==> config.mk <==
export PLATFORM = sky130hd
export DESIGN_NAME = regfile_wb_arbiter
export DESIGN_NICKNAME = d
export VERILOG_FILES = /design/src/rtl/regfile_wb_arbiter.sv
export SDC_FILE = /design/constraint.sdc
export NUM_CORES = 1
export LEC_CHECK = 0
export BUFFER_PORTS_ARGS = -buffer_cell sky130_fd_sc_hd__buf_2
export CAP_MARGIN = 20
export CORE_ASPECT_RATIO = 0.9
export CORE_UTILIZATION = 48
export CTS_CLUSTER_SIZE = 16
export DETAILED_ROUTE_END_ITERATION = 12
export GPL_TIMING_DRIVEN = 0
export PLACE_DENSITY = 0.86
export SLEW_MARGIN = 25
export SYNTH_ARGS = -nofsm -noshare
export SYNTH_HDL_FRONTEND = slang
export SYNTH_SLANG_ARGS = --single-unit
==> constraint.sdc <==
create_clock -name clk -period 3.3 [get_ports clk]
set_input_delay 0 -clock clk [delete_from_list [all_inputs] [get_ports clk]]
set_output_delay 0 -clock clk [all_outputs]
set_load 0.02 [all_outputs]
==> src/rtl/regfile_wb_arbiter.sv <==
// Purpose : shares the single register-file write port between two writeback sources.
//           s0 is the ALU/execute source and s1 is the load unit.
// Latency : a handshake at edge N drives rf_regWrite/rf_rd/rf_writeData during cycle N..N+1.
// Backpr. : each cycle, ready goes to at most one valid source. The loser holds its request.
//           The register file itself never stalls.
//
// Ports:
//   clk, rst                   clock and asynchronous active-high reset
//   s0_valid/s0_ready/s0_rd/s0_data   writeback source 0 (ALU)
//   s1_valid/s1_ready/s1_rd/s1_data   writeback source 1 (load unit)
//   rf_regWrite/rf_rd/rf_writeData    registered register-file write port
//   grant_src                  source of the most recent accepted write (registered)
//   busy                       both sources requesting this cycle (combinational)
//   conflict_cnt               saturating count of conflict cycles; present only when
//                              WB_CONFLICT_CNT_EN is defined
//
// Arbitration:
//   PRIORITY_MODE=0 selects round-robin between the two sources.
//   PRIORITY_MODE=1 gives s0 fixed priority. s1 is force-granted after MAX_WAIT
//   consecutive losing cycles.
module regfile_wb_arbiter #(
    parameter int DATA_W        = 32,
    parameter int ADDR_W        = 5,
    parameter int PRIORITY_MODE = 0,
    parameter int MAX_WAIT      = 4
) (
    input  logic              clk,
    input  logic              rst,
    input  logic              s0_valid,
    output logic              s0_ready,
    input  logic [ADDR_W-1:0] s0_rd,
    input  logic [DATA_W-1:0] s0_data,
    input  logic              s1_valid,
    output logic              s1_ready,
    input  logic [ADDR_W-1:0] s1_rd,
    input  logic [DATA_W-1:0] s1_data,
    output logic              rf_regWrite,
    output logic [ADDR_W-1:0] rf_rd,
    output logic [DATA_W-1:0] rf_writeData,
    output logic              grant_src,
    output logic              busy
`ifdef WB_CONFLICT_CNT_EN
    ,
    output logic [15:0]       conflict_cnt
`endif
);

    // One writeback beat: destination index plus data.
    typedef struct packed {
        logic [ADDR_W-1:0] rd;
        logic [DATA_W-1:0] data;
    } wb_t;

    // MAX_WAIT is limited to 1..15, so four bits cover the starvation counter.
    localparam int            CNT_W      = 4;
    localparam logic [CNT_W-1:0] MAX_WAIT_C = CNT_W'(MAX_WAIT);

    // State registers
    logic              rf_we_q,      rf_we_d;
    wb_t               rf_wb_q,      rf_wb_d;
    logic              grant_src_q,  grant_src_d;
    logic              last_grant_q, last_grant_d;
    logic [CNT_W-1:0]  starve_cnt_q, starve_cnt_d;

    // Arbitration and transfer decode
    logic grant_s1;
    logic xfer0;
    logic xfer1;
    wb_t  wb_sel;

    assign busy = s0_valid && s1_valid;

    // Decide the grant. When only one source is valid, that source is granted.
    // When both are valid, the result depends on the arbitration mode.
    always_comb begin
        grant_s1 = 1'b0;
        if (s0_valid && s1_valid) begin
            if (PRIORITY_MODE == 0) begin
                // Alternate away from whichever source completed the last transfer.
                grant_s1 = ~last_grant_q;
            end else begin
                grant_s1 = (starve_cnt_q == MAX_WAIT_C);
            end
        end else begin
            grant_s1 = s1_valid;
        end
    end

    // Ready is forced low during reset so that no handshake can complete while the
    // output stage is being cleared.
    assign s0_ready = !rst && s0_valid && !grant_s1;
    assign s1_ready = !rst && s1_valid &&  grant_s1;

    assign xfer0 = s0_valid && s0_ready;
    assign xfer1 = s1_valid && s1_ready;

    // Output stage next-state logic
    always_comb begin
        wb_sel.rd    = s0_rd;
        wb_sel.data  = s0_data;
        rf_we_d      = 1'b0;
        rf_wb_d      = rf_wb_q;
        grant_src_d  = grant_src_q;
        last_grant_d = last_grant_q;

        if (xfer1) begin
            wb_sel.rd   = s1_rd;
            wb_sel.data = s1_data;
        end

        if (xfer0 || xfer1) begin
            // A write to x0 still completes the handshake and updates the staged
            // rd/data and grant_src, but the write enable stays low.
            rf_we_d      = (wb_sel.rd != '0);
            rf_wb_d      = wb_sel;
            grant_src_d  = xfer1;
            last_grant_d = xfer1;
        end
    end

    // Starvation counter. This counter is only meaningful in fixed-priority mode.
    always_comb begin
        starve_cnt_d = '0;
        if (PRIORITY_MODE != 0) begin
            if (!s1_valid || xfer1) begin
                starve_cnt_d = '0;
            end else if (starve_cnt_q != MAX_WAIT_C) begin
                starve_cnt_d = starve_cnt_q + 1'b1;
            end else begin
                starve_cnt_d = starve_cnt_q;
            end
        end
    end

    // last_grant resets to 1 so that s0 wins the first round-robin conflict.
    always_ff @(posedge clk or posedge rst) begin
        if (rst) begin
            rf_we_q      <= 1'b0;
            rf_wb_q      <= '0;
            grant_src_q  <= 1'b0;
            last_grant_q <= 1'b1;
            starve_cnt_q <= '0;
        end else begin
            rf_we_q      <= rf_we_d;
            rf_wb_q      <= rf_wb_d;
            grant_src_q  <= grant_src_d;
            last_grant_q <= last_grant_d;
            starve_cnt_q <= starve_cnt_d;
        end
    end

    assign rf_regWrite  = rf_we_q;
    assign rf_rd        = rf_wb_q.rd;
    assign rf_writeData = rf_wb_q.data;
    assign grant_src    = grant_src_q;

`ifdef WB_CONFLICT_CNT_EN
    // Saturating count of cycles in which both sources requested the write port.
    logic [15:0] conflict_cnt_q, conflict_cnt_d;

    always_comb begin
        conflict_cnt_d = conflict_cnt_q;
        if (busy && (conflict_cnt_q != 16'hFFFF)) begin
            conflict_cnt_d = conflict_cnt_q + 16'd1;
        end
    end

    always_ff @(posedge clk or posedge rst) begin
        if (rst) begin
            conflict_cnt_q <= '0;
        end else begin
            conflict_cnt_q <= conflict_cnt_d;
        end
    end

    assign conflict_cnt = conflict_cnt_q;
`endif

endmodule
==> run summary <==
The run finished with clean final reports. The placer congestion estimate is around 0.8. In this run the vertical extent of the chip is about 65 um. For the pin with the worst max-slew slack, the measured transition is 0.325 ns. The combined global-route utilization of all metal layers came out at a little over a quarter. The most common cell in the synthesized netlist is nor2_1.

The number of gates resized after CTS was 0. The minimum setup slack among reg-to-reg paths came out at approximately 1.8 ns. The number of buffer and inverter stages on the critical path came out at 4. The starting DRC count in detailed routing is approximately 120.

The highest achievable clock rate came out at approximately 630 MHz. After routing, the total negative slack on setup checks comes to 0 ns. The worst register-to-register path ends at rf_writeData[17]$_DFFE_PP0P_. The number of nets with antenna violations after detailed routing is 0. In this run, CTS created clock tree buffers numbering 5. The clock-pin slew on the worst setup and hold paths came out at ~0.07 ns.

In the synthesized netlist the async set-or-reset flop fraction comes to 100%. The count of TritonRoute iterations in the first routing pass came out at 4. Dividing the detail-routed wire length by the instance count gives ~14 um. The switching power as a share of total power is between 30% and 40%. The clock share of power is between 20% and 30%. After synthesis, the cell types taking the most area are dfrtp_1, a211oi_2, nor2_1. After detailed routing, the number of vias per cell comes to 5.24. After synthesis, the most frequently instantiated cells are nor2_1, dfrtp_1, nor3_1.

The number of nets produced by synthesis is just over 300. The count of hold buffers inserted by post-cts repair is 7. The maximum clock skew at final layout came out at about 0.0033 ns.

The peak supply drop came out at approximately 260 uV. Detailed placement ended at an HPWL of between 4000 and 5000 um. Setup repair after global routing left no endpoint under its margin.

Among all flip-flop cells after synthesis, the most frequent one is dfrtp_1. The worst pin sits at a relative slew slack of between 70% and 80%. The total via count after detailed routing is 2227. The number of fillers in the final layout came out at ~360. Compared with the post-synthesis result, the final layout area differs by 39.6%.

After layout, the worst path uses between 40% and 50% of the clock period. The aggregate global routing overflow is 0. By startpoint and endpoint, the worst setup path is classified as register to primary output. The total count of max-transition violations in the final report is 0. The tree is rooted in a clkbuf_8. The setup violation total in the final timing report came out at 0.

The number of antenna violations at the first check in global routing came to 0. The internal power of the cells totals ~0.91 mW. The area of the mapped netlist is roughly 2100 um2.

For the worst setup path, the data required time is roughly 3.3 ns. The cell leakage power is 1.39 nW. The floorplan has 22 rows. In this run the worst path has a maximum fanout of 10. The clock tree synthesis step divided the H-tree into 2 levels. The number of antenna diodes in the final layout is 0. TritonCTS built the clock tree. The signal on the critical path passes through and2_1 > or2_1 > buf_6 > buf_6 > inv_1 > buf_2. After synthesis, the netlist uses 21 different library cells. The register bit total from synthesis came out at 40. The number of violations of the max-capacitance limit came out at 0. In this run the count of I/O pins placed on the die edge is between 100 and 150.

The synthesized instance count is between 200 and 250. The core region is around 4200 um2. The logic depth of the worst setup path including buffers came out at 6. The number of buffer cells added on primary ports is approximately 120. The startpoint of the worst register-to-register path is last_grant_q$_DFFE_PP1P_. The reported net switching power is between 0.4 and 0.5 mW. The fraction of final layout cells with drive strength greater than 1 came out at around half. The path class of the tightest hold or removal check is input pin to register. The area share of the largest cell type after synthesis is a little under half. The via count of the first global-routing pass came to slightly above 2000. In this run the mean area of a mapped cell was between 9 and 10 um2. For this design, the slowest cell found on the critical path is dfstp_2.

The number of hold violations in the final report came out at 0. The area of all placed cells without fillers came out at between 2000 and 3000 um2. The share of total power dissipated in sequential elements is 44.0%.

For the finished layout, the period the worst path requires is 1.58 ns. Broken down by cell family, the worst path's largest delay share belongs to flip-flops. Post-CTS timing repair inserted 0 buffers for setup. During synthesis, Yosys emitted a total of 0 warnings. The total wire length is roughly 5800 um.

Per report_power, the combinational group accounts for 31.5% of the total. The starting utilization of the core area came out at slightly above 50%. The arrival time of data at the critical path endpoint came out at 1.58 ns. Power spread over the standard cell area amounts to approximately 460 nW/um2. In the final design database the tool counted ~440 nets. Of the synthesized area, sequential elements account for 46.9%. The launch point of the critical path is last_grant_q$_DFFE_PP1P_. The first global-routing pass estimated ~9700 um of wire. The number of buffers on the longest clock path came out at 2. Counting flops with a built-in enable in the synthesized netlist gives 0. In this run the worst setup path terminates at s1_ready.

The library cell occupying the most area in the post-synthesis netlist is dfrtp_1. The insertion delay to the later sink of the worst-skew pair is a little under 0.3 ns. The startpoint kind of the worst setup timing path is a register. CTS saw 40 sinks. In this run the cell area measured after placement is roughly 2800 um2. The cell that appears most often on the critical path is buf_6. The die extent in x is 72.4 um. The capturing element type of the critical path is a primary output.

The maximum number of pins on one net before global-route repair is 31. The die area is approximately 4700 um2. For this run, the slowest stage of the critical path takes between 0.5 and 0.6 ns. After detailed routing, the number of remaining DRC violations is 0. The depth of the worst register-to-register path is 5.
## through the flow
stage | setup WS, ns | std cells | power (mW) | util [%] | hold slack, ns
floorplan | 1.89 | 231 | 0.873 | - | 0.161
global route | 1.64 | 425 | 1.45 | 71.3 | 0.0143
global placement | 1.30 | 409 | 1.02 | 67.0 | 0.277
CTS | 1.72 | 425 | 1.38 | 71.3 | 0.00138
finish | 1.72 | 425 | 1.37 | 71.3 | 0.0156
detailed placement | 1.79 | 410 | 1.04 | 67.5 | -0.00263
## worst min path at each step
stage | start | endpoint | slack, ns | cells after the start
after floorplan | s1_rd[3] | rf_regWrite$_DFF_PP0_ | 0.16 | 2
after global placement | s1_rd[3] | rf_regWrite$_DFF_PP0_ | 0.28 | 3
after detailed placement | rst | rf_rd[2]$_DFFE_PP0P_ | -0.003 | 2
after CTS | s1_rd[4] | rf_rd[4]$_DFFE_PP0P_ | 0.001 | 3
after global routing | s0_data[29] | rf_writeData[29]$_DFFE_PP0P_ | 0.01 | 3
final | s1_rd[4] | rf_rd[4]$_DFFE_PP0P_ | 0.02 | 3
## layout make-up
type,instances,area (um2),share of cell area [%]
Buffer,22,138,4.61
Clock buffer,8,90.1,3.02
Inverter,4,15.0,0.503
Multi-Input combinational cell,165,983,33.0
Sequential cell,40,1000,33.6
Tap cell,60,75.1,2.52
Timing Repair Buffer,126,681,22.8
## logic make-up after synthesis
group | synth area share (%)
compound gates | 23.1
buf+inv | 7.14
flops | 46.9
simple gates | 22.9
## state kept, by name, summed over array words and instances, names as in the netlist
signal	cells
grant_src	1
last_grant_q	1
rf_rd	5
rf_regWrite	1
rf_writeData	32
## cells in the final DEF, fill, tap and decap left out, types with 4 or more instances in the layout
cell	instances
buf_6	4
dfrtp_1	39
nand2_1	5
nor3_1	33
dlygate4sd3_1	7
a31oi_1	5
o2111ai_1	5
a211oi_2	26
o21ai_0	5
buf_2	135
clkbuf_8	6
nor2_1	71
a211oi_1	6
## tightest hold or removal path: stages
cell       delay, ns
buf_2           0.10
o2111ai_1       0.09
a31oi_1         0.08
## per-layer routing
metal / up-vias / global-route usage [%] / wire length [um]
met5: - / 0 / 0
met4: 0 / 5.88 / 51
met3: 5 / 5.06 / 316
met2: 86 / 43.8 / 2850
met1: 1062 / 36.1 / 2580
li1: 1074 / - / -
## power by group through the flow
stage	Clock (mW)	Sequential (mW)	Combinational (mW)
floorplan	0	0.698	0.175
global placement	0	0.608	0.416
detailed placement	0	0.610	0.429
CTS	0.344	0.603	0.435
global route	0.368	0.613	0.473
finish	0.336	0.602	0.432
Note: power is estimated with default switching activity, not from simulation.
